`config.mk`:
```
export PLATFORM = sky130hd
export DESIGN_NAME = mem_access_sched
export DESIGN_NICKNAME = d
export VERILOG_FILES = /design/src/rtl/mem_access_sched.sv
export SDC_FILE = /design/constraint.sdc
export NUM_CORES = 1
export LEC_CHECK = 0
export BUFFER_PORTS_ARGS = -buffer_cell sky130_fd_sc_hd__buf_2
export CAP_MARGIN = 20
export CORE_UTILIZATION = 50
export DETAILED_ROUTE_END_ITERATION = 10
export GPL_TIMING_DRIVEN = 0
export HOLD_SLACK_MARGIN = 0.02
export PLACE_DENSITY = 0.82
export RECOVER_POWER = 100
export SETUP_SLACK_MARGIN = 0.05
export SLEW_MARGIN = 20
export SYNTH_ARGS = -nofsm -noshare
export SYNTH_HDL_FRONTEND = slang
export SYNTH_SLANG_ARGS = --single-unit
export TNS_END_PERCENT = 100
```
`constraint.sdc`:
```
create_clock -name clk -period 3.27 [get_ports clk]
set_clock_uncertainty 0.15 [all_clocks]
set_input_delay 0 -clock clk [delete_from_list [all_inputs] [get_ports clk]]
set_output_delay 0 -clock clk [all_outputs]
set_load 0.02 [all_outputs]
```
`src/rtl/mem_access_sched.sv`:
```
// Memory-access scheduler: arbitrates IF and OP requests onto the shared
// MAR/memory/MBR path and sequences MAR load, read wait, MBR load, dest strobe.
//
// state | meaning
// IDLE  | waiting for a request; round-robin pick on a tie
// ADDR  | mar_out stable, latency counter loaded
// READ  | mem_rd high for MEM_LAT cycles
// LOAD  | mbr_ld high, MBR captures memory data
// DEST  | C7/op_done or ir_ld/if_done strobe for the owner
module mem_access_sched #(
    parameter int MEM_LAT = 2,
    parameter int ADDR_W  = 8
) (
    input  logic              clk,
    input  logic              rst_n,
    input  logic              if_req,
    input  logic [ADDR_W-1:0] if_addr,
    input  logic              op_req,
    input  logic [ADDR_W-1:0] op_addr,
    output logic              if_done,
    output logic              op_done,
    output logic [ADDR_W-1:0] mar_out,
    output logic              mem_rd,
    output logic              mbr_ld,
    output logic              C7,
    output logic              ir_ld,
    output logic              busy,
    output logic              grant
);

    typedef enum logic [2:0] {
        S_IDLE,
        S_ADDR,
        S_READ,
        S_LOAD,
        S_DEST
    } state_t;

    localparam logic [3:0] LAT_M1 = 4'(MEM_LAT - 1);

    state_t            state_q, state_d;
    logic [3:0]        cnt_q, cnt_d;
    logic [ADDR_W-1:0] mar_q, mar_d;
    logic              grant_q, grant_d;
    logic              last_op_q, last_op_d;
    logic              pick_op;

    always_ff @(posedge clk or negedge rst_n) begin
        if (!rst_n) begin
            state_q   <= S_IDLE;
            cnt_q     <= '0;
            mar_q     <= '0;
            grant_q   <= 1'b0;
            last_op_q <= 1'b1;
        end else begin
            state_q   <= state_d;
            cnt_q     <= cnt_d;
            mar_q     <= mar_d;
            grant_q   <= grant_d;
            last_op_q <= last_op_d;
        end
    end

    // OP wins only when IF is absent, or on a tie when IF was served last.
    assign pick_op = op_req & (~if_req | ~last_op_q);

    always_comb begin
        state_d   = state_q;
        cnt_d     = cnt_q;
        mar_d     = mar_q;
        grant_d   = grant_q;
        last_op_d = last_op_q;
        case (state_q)
            S_IDLE: begin
                if (if_req || op_req) begin
                    grant_d = pick_op;
                    mar_d   = pick_op ? op_addr : if_addr;
                    state_d = S_ADDR;
                end
            end
            S_ADDR: begin
                cnt_d   = LAT_M1;
                state_d = S_READ;
            end
            S_READ: begin
                if (cnt_q == 4'd0) begin
                    state_d = S_LOAD;
                end else begin
                    cnt_d = cnt_q - 4'd1;
                end
            end
            S_LOAD: begin
                state_d = S_DEST;
            end
            S_DEST: begin
                last_op_d = grant_q;
                state_d   = S_IDLE;
            end
            default: begin
                state_d = S_IDLE;
            end
        endcase
    end

    assign mar_out = mar_q;
    assign grant   = grant_q;
    assign busy    = (state_q != S_IDLE);
    assign mem_rd  = (state_q == S_READ);
    assign mbr_ld  = (state_q == S_LOAD);
    assign C7      = (state_q == S_DEST) &  grant_q;
    assign op_done = (state_q == S_DEST) &  grant_q;
    assign ir_ld   = (state_q == S_DEST) & ~grant_q;
    assign if_done = (state_q == S_DEST) & ~grant_q;

endmodule

```
======== Yosys cells after proc, flatten, opt, wreduce, memory -nomap -nowiden ========
Index checks and enable logic that the tools add are counted.
word-level totals
  word-level logic and storage cells ...... 34
  input port bits ......................... 20
  register bits ........................... 17
  output and inout port bits .............. 16
operators by class
  mux-type cells .......................... 6
  equal/unequal tests ..................... 7
  bitwise operators ....................... 7
  reduce and logical (&&, ||, !) cells .... 8
  $add $sub $neg .......................... 1
operators by type and width
  operator                                               count
  case mux 3 bit (4 select lines)                        1
  2-to-1 mux 8 bit                                       1
  case mux 4 bit (2 select lines)                        1
  equality test 3 x 2 -> 1 bit, second input constant    2
  2-to-1 mux 3 bit                                       2
  AND reduction 2 bit                                    3
  logical NOT 4 bit                                      1
  2-to-1 mux 4 bit                                       1
  inequality test 2 bit, second input constant           2
  subtractor 4 x 1 -> 4 bit, second input constant       1
  AND 1 bit                                              3
  equality test 3 x 1 -> 1 bit, second input constant    1
  equality test 3 bit, second input constant             1
  logical NOT 3 bit                                      1
  NOT 1 bit                                              3
  nonzero test 3 bit                                     1
  inequality test 2 x 1 -> 1 bit, second input constant  1
  nonzero test 2 bit                                     1
  logical OR 1 bit                                       1
  bitwise OR 1 bit                                       1

======== Longest topological paths before layout ========
Gate-level depths: netlist (run 1).
  word-level depth ........................ 4
  mapped depth ............................ 5
  mapped depth without buffers ............ 5

======== Least setup slack after synthesis (run 1) ========
No wires, ideal clock.
  kind .................................... reg2reg
  from .................................... register state_q[2]
  to ...................................... register cnt_q[0]
  library setup time ...................... 0.125 ns
  data required time ...................... 2.995 ns
  arrival time ............................ 1.481 ns
  period minus slack after synthesis ...... 1.756 ns
  stages on the path, launching flop included .. 5
  path buffers ............................ 1
  slack ................................... 1.514 ns
  cells stage by stage .................... dfrtp_1 -> buf_2 -> nor3b_2 -> o21a_1 -> mux2_2
between the ends
  word-level cells in the longest chain between the ends .. 3
  elaborated cells on any way between the ends .. 6
  those cells by class .................... eq/ne: 3; mux: 1; reduce/logical: 2
ends and longest elaborated chain
  item                                                                                 RTL line  RTL
  start, declared                                                                      41        state_t state_q, state_d;
  start signal, assigned                                                               56        state_q <= state_d;
  equality test 3 x 2 -> 1 bit *                                                       --
  net mem_rd                                                                           23        output logic mem_rd,
  inequality test 2 bit (no source line) / nonzero test 2 bit (equally long branches)  --
  AND reduction 2 bit (no source line)                                                 --
  end signal, assigned                                                                 57        cnt_q <= cnt_d;
  end, declared                                                                        42        logic [3:0] cnt_q, cnt_d;
The timed path passes the listed nets; every way through them passes the cells marked *.
A chain may end at the register's enable or synchronous reset.

======== Final worst setup path (run 1) ========
  from .................................... register state_q[2]
  to ...................................... register mar_q[6] (netlist: mar_out[6])
between the ends
  word-level cells in the longest chain between the ends .. 2
ends and longest elaborated chain
  item                                  RTL line  RTL
  logical NOT 3 bit                     73        case (state_q)
  AND reduction 2 bit (no source line)  --
  end signal, assigned                  58        mar_q <= mar_d;
  end, declared                         43        logic [ADDR_W-1:0] mar_q, mar_d;
No other way between the ends.

==> flow_summary.json, run 1 <==
{
  "initialDrtViolationCount": 23,
  "seq_area_frac_synth": 0.472,
  "vias_per_cell": 5.30,
  "final_hold_viol_count": 0,
  "r2r_cells": 5,
  "grt_pass1_vias": 908,
  "clockBufferDepth": 2,
  "synthCells": 82,
  "gr-total-overflow": 0,
  "fin_ws_ns": 0.855,
  "diodes": 0,
  "port_buffers": 35,
  "hp-class": "input pin to flip-flop",
  "final.setup.tns_ns": 0,
  "synth.avg_cell_area_um2": 11.0,
  "startpoint_type": "flip-flop",
  "core_um2": 1710,
  "hpwl_um": 1410,
  "post_cts_buffers": 0,
  "slew_viol_final": 0,
  "p_per_area_nw_per_um2": 935,
  "r2r_slack_ns": 0.86,
  "max-cap-violations": 0,
  "first_pass_iters": 4,
  "num_vias": 890,
  "arrival_ns": 2.45,
  "synth-seq-cells": 17,
  "tightestPinTransition_ns": 0.711,
  "fin_crit_sh": 0.738,
  "path_clk_slew_ns": 0.10,
  "groute.usage.overall": 0.283,
  "critPathKind": "flip-flop to flip-flop",
  "setup_viol": 0,
  "yosysWarningCount": 0,
  "yosysUniqueCellTypes": 33,
  "dpl_worst_slack_ns": 1.60,
  "wirelength_um": 2420,
  "drive_gt1_frac": 0.301,
  "numCtsBuffers": 3,
  "ir_drop_mv": 0.499,
  "fin_nets": 166,
  "outcome": "finished clean",
  "die_width_um": 44.5,
  "grt_max_degree": 17,
  "synth_edf_count": 0,
  "timing.hold.ws_ns": 0.369,
  "die_h_um": 44.5,
  "h-tree-depth": 1,
  "max_freq_ghz": 0.414,
  "hold_depth": 3,
  "async_reset_ff_frac": 1.00,
  "required_ns": 3.30,
  "slew_headroom": 0.524,
  "rsz0062_at_grt": "no",
  "layout.cells.non_filler": 168,
  "synth_nets": 104,
  "die_area_um2": 1980,
  "start_util": 0.530,
  "endpoint_kind": "flip-flop",
  "period_needed_ns": 2.41,
  "globalplace.congestion": 0.742,
  "grt_pass1_wl_um": 3970,
  "ctsResizeCount": 0,
  "ys.flop_type": "dfrtp_1",
  "r2r-start": "state_q[2]$_DFFE_PN0P_",
  "cp_max_fo": 9,
  "netlist_area_um2": 905,
  "cts.root.buffer_cell": "clkbuf_4",
  "ant_nets": 0,
  "drc": 0,
  "rows": 15,
  "r2r_end": "mar_out[6]$_DFFE_PN0P_",
  "antenna_found_initial": 0,
  "dp.cells": 142,
  "min_to": "mar_out[3]$_DFFE_PN0P_",
  "clk_latency_ns": 0.30,
  "wire_per_inst_um": 14.4,
  "area_delta_synth_final_pct": 46.2,
  "cts_tree": "yes",
  "power.leakage_nw": 0.587,
  "cts.sinks": 17,
  "hold_start": "if_addr[3]",
  "cts.hold.buffers_added": 21,
  "io_pins": 36
}
where the power goes:
group	total, mW	internal, mW	switching, mW
logic	0.759	0.359	0.401
registers	0.364	0.310	0.0538
clock network	0.113	0.0456	0.0676
routing by layer:
layer	wire length (um)	GRT usage	up-vias
met3	70	0.0531	9
met2	1330	0.491	27
met4	74	0.158	0
li1	-	-	422
met1	946	0.324	432
met5	0	0	-
how the worst max path moves through the flow:
stage,to,start,depth (start not counted)
after floorplan,cnt_q[0]$_DFFE_PN0P_,state_q[2]$_DFFE_PN0P_,4
after global placement,mar_out[5]$_DFFE_PN0P_,state_q[2]$_DFFE_PN0P_,4
after detailed placement,mar_out[2]$_DFFE_PN0P_,state_q[2]$_DFFE_PN0P_,4
after CTS,mar_out[2]$_DFFE_PN0P_,state_q[2]$_DFFE_PN0P_,5
after global routing,mar_out[5]$_DFFE_PN0P_,state_q[2]$_DFFE_PN0P_,5
final,mar_out[6]$_DFFE_PN0P_,state_q[2]$_DFFE_PN0P_,5
state kept, by name, indices dropped and copies added (netlist names):
register   cells
cnt_q          4
grant          1
last_op_q      1
state_q        3
mar_out        8
cell type report:
class,instances,area (um^2)
sequential,17,427
tap,25,31.3
buffer,5,31.3
multi-input combinational,55,409
clock inverter,1,5.00
fill,119,385
inverter,5,18.8
clock buffer,3,22.5
timing repair buffer,57,378
kinds of logic after synthesis:
| family | count (synthesis) | synth area share |
|---|---|---|
| buffers and inverters | 10 | 0.0567 |
| AO/OA/AOI/OAI | 23 | 0.220 |
| adder cells (fa/ha/maj) | 2 | 0.0277 |
| XOR/XNOR | 1 | 0.00968 |
| flip-flops | 17 | 0.472 |
| AND/OR/NAND/NOR | 27 | 0.191 |
| multiplexers | 2 | 0.0235 |
cells in the final DEF, fill, tap and decap left out, types with 2 or more instances in the layout:
cell            n
o21bai_1        8
nand2_1         6
o221a_2         8
dfrtp_1        16
ha_1            2
clkbuf_1       15
nor2_1          7
clkbuf_4        3
buf_2          22
buf_4           3
inv_1           4
dlygate4sd3_1  22
nand2b_1        3
per-stage QoR:
stage,power [mW],utilization,instance area (um^2)
4_1_cts,1.25,0.790,1350
2_1_floorplan,0.847,-,905
3_3_place_gp,0.992,0.651,1110
3_5_place_dp,1.02,0.651,1110
5_1_grt,1.34,0.774,1320
6_report,1.24,0.774,1320
cells in the mapped netlist (2+ instances only):
cell type | number | area, um^2
nand2b_1 | 2 | 12.5
nor2_1 | 7 | 26.3
ha_1 | 2 | 25.0
nand2_1 | 6 | 22.5
dfrtp_1 | 16 | 400
o21bai_1 | 8 | 60.1
buf_2 | 2 | 10.0
nand3_2 | 2 | 20.0
buf_4 | 3 | 22.5
o221a_2 | 8 | 90.1
inv_1 | 4 | 15.0
worst max-delay path, stage by stage, from the launching register on:
cell and delay [ns]:
dfrtp_1 0.37, clkbuf_1 0.20, nor3_4 0.33, nand3_1 0.31, o221a_2 0.37, dlygate4sd3_1 0.57
Power figures use the tool's default switching activity.
==> inputs of run 2 (changes only) <==
--- a/config.mk
+++ b/config.mk
@@ -7,11 +7,12 @@
 export LEC_CHECK = 0
 export BUFFER_PORTS_ARGS = -buffer_cell sky130_fd_sc_hd__buf_2
 export CAP_MARGIN = 20
-export CORE_UTILIZATION = 50
+export CORE_ASPECT_RATIO = 0.7
+export CORE_UTILIZATION = 47
 export DETAILED_ROUTE_END_ITERATION = 10
 export GPL_TIMING_DRIVEN = 0
 export HOLD_SLACK_MARGIN = 0.02
-export PLACE_DENSITY = 0.82
+export PLACE_DENSITY = 0.78
 export RECOVER_POWER = 100
 export SETUP_SLACK_MARGIN = 0.05
 export SLEW_MARGIN = 20
==> constraint.sdc (replaced) <==
create_clock -name clk -period 2.5 [get_ports clk]
set_clock_uncertainty 0.15 [all_clocks]
set_input_delay 0 -clock clk [delete_from_list [all_inputs] [get_ports clk]]
set_output_delay 0 -clock clk [all_outputs]
set_load 0.02 [all_outputs]
==> run 2 against run 1 <==
Against the previous run: register-to-register slack got worse by 0.62 ns; worst setup slack lost 0.62 ns; power rose by 30%; global-route usage fell by 3.2 points; critical path type unchanged; critical endpoint is now mar_out[4]$_DFFE_PN0P_; largest power group unchanged.
==> flow_summary.json, run 2 (same netlist as run 1, synthesis figures left out) <==
{
  "rows": 12,
  "globalplace.congestion": 0.781,
  "hp-class": "input pin to flip-flop",
  "arrival_ns": 2.28,
  "dpl_worst_slack_ns": 0.844,
  "cts_tree": "yes",
  "mostFrequentLayoutCells": "buf_2 (22), dlygate4sd3_1 (22), clkbuf_1 (16), dfrtp_1 (16)",
  "final.setup.tns_ns": 0,
  "outcome": "finished clean",
  "r2r-start": "state_q[2]$_DFFE_PN0P_",
  "period_needed_ns": 2.26,
  "grt_use_met2": 0.387,
  "max_stage_delay_ns": 0.58,
  "clk_latency_ns": 0.29,
  "initialDrtViolationCount": 17,
  "antenna_found_initial": 0,
  "wirelength_um": 2280,
  "ctsResizeCount": 0,
  "critPathKind": "flip-flop to flip-flop",
  "fin_ws_ns": 0.240,
  "grt_pass1_vias": 732,
  "drc": 0,
  "num_vias": 862,
  "path_clk_slew_ns": 0.09,
  "grt_pass1_wl_um": 3460,
  "grt.met3_usage": 0.0941,
  "slew_viol_final": 0,
  "core_um2": 1700,
  "numCtsBuffers": 3,
  "first_pass_iters": 4,
  "largest_register_ffs": 8,
  "timing.hold.ws_ns": 0.373,
  "die_h_um": 38.7,
  "setup_viol": 0,
  "io_pins": 36,
  "endpoint": "mar_out[4]$_DFFE_PN0P_",
  "clockBufferDepth": 2,
  "fill_cells": 115,
  "ant_nets": 0,
  "start_util": 0.533,
  "critPathSlowestCell": "dlygate4sd3_1",
  "design_area_um2": 1320,
  "cp_top_family": "buffers and inverters",
  "r2r_slack_ns": 0.24,
  "fin_crit_sh": 0.904,
  "h-tree-depth": 1,
  "crit_path_cell_trace": "buf_2 > nor3_4 > nand3_2 > o221a_2 > dlygate4sd3_1",
  "gr-total-overflow": 0,
  "die_width_um": 54.4,
  "rsz0062_at_grt": "no",
  "cts.root.buffer_cell": "clkbuf_4",
  "tightestPinTransition_ns": 0.729,
  "fin_nets": 166,
  "grt_max_degree": 17,
  "critical_path.startpoint": "state_q[2]$_DFFE_PN0P_",
  "r2r_end": "mar_out[4]$_DFFE_PN0P_",
  "power.leakage_nw": 0.586,
  "hpwl_um": 1470,
  "cp_max_fo": 9,
  "max-cap-violations": 0,
  "r2r_cells": 5,
  "ir_drop_mv": 0.844,
  "dpl_cell_area_um2": 1110,
  "wire_per_inst_um": 13.9,
  "cts.sinks": 17,
  "area_delta_synth_final_pct": 46.1,
  "required_ns": 2.52,
  "diodes": 0,
  "endpoint_kind": "flip-flop",
  "gr-usage-met1": 0.326,
  "slew_headroom": 0.513,
  "path_buf_inv": 2,
  "groute.usage.overall": 0.250,
  "grt.busiest_layer": "met2",
  "final_hold_viol_count": 0,
  "finalPower_mw": 1.61,
  "drive_gt1_frac": 0.301,
  "max_freq_ghz": 0.442,
  "port_buffers": 35,
  "vias_per_cell": 5.26,
  "die_area_um2": 2110,
  "cp.depth": 5,
  "startpoint_type": "flip-flop",
  "p_per_area_nw_per_um2": 1220
}
[run 2: cell types whose count changed in the layout (fill, tap and decap cells not counted)]
cell / change
clkinv_2: -1
nand3_1: -1
nand3_2: +1
clkbuf_1: +1
[run 2: metal layers]
metal / routed length, um / vias up
li1: - / 422
met1: 1050 / 414
met2: 1080 / 24
met3: 131 / 2
met4: 18 / 0
met5: 0 / -
[run 2: metrics by stage]
stage	std cells	utilization
5_1_grt	164	0.779
2_1_floorplan	82	-
3_5_place_dp	138	0.652
6_report	164	0.779
3_3_place_gp	138	0.652
4_1_cts	164	0.797
[run 2: worst min-delay path by stage]
stage | slack, ns | from | end | depth (start not counted)
2_1_floorplan | -0.45 | rst_n | cnt_q[0]$_DFFE_PN0P_ | 0
3_3_place_gp | -0.21 | rst_n | cnt_q[1]$_DFFE_PN0P_ | 1
3_5_place_dp | -0.20 | rst_n | cnt_q[1]$_DFFE_PN0P_ | 1
4_1_cts | 0.36 | if_addr[6] | mar_out[6]$_DFFE_PN0P_ | 3
5_1_grt | 0.36 | if_addr[6] | mar_out[6]$_DFFE_PN0P_ | 3
6_report | 0.37 | if_addr[2] | mar_out[2]$_DFFE_PN0P_ | 3
[run 2: what timing repair did]
item | in CTS | in global routing
setup buffers | 0 | 0
endpoints found under the hold margin | 27 | 0
hold buffers | 22 | 0
[run 2: report_power, final]
group	switching, mW	total (mW)	internal (mW)
clock	0.0825	0.145	0.0621
combinational	0.523	0.994	0.471
sequential	0.0644	0.470	0.406
total	0.670	1.61	0.938
[run 2: layout make-up]
class / instances / area, um^2 / area share
buffer: 5 / 32.5 / 0.0246
clock buffer: 4 / 26.3 / 0.0199
inverter: 5 / 18.8 / 0.0142
multi-input combinational: 55 / 414 / 0.313
sequential: 17 / 427 / 0.323
tap: 21 / 26.3 / 0.0199
timing repair buffer: 57 / 377 / 0.285
[run 2: worst register-to-register path, stage by stage (launching register included)]
cell           delay (ns)
dfrtp_1              0.36
buf_2                0.17
nor3_4               0.31
nand3_2              0.24
o221a_2              0.34
dlygate4sd3_1        0.58
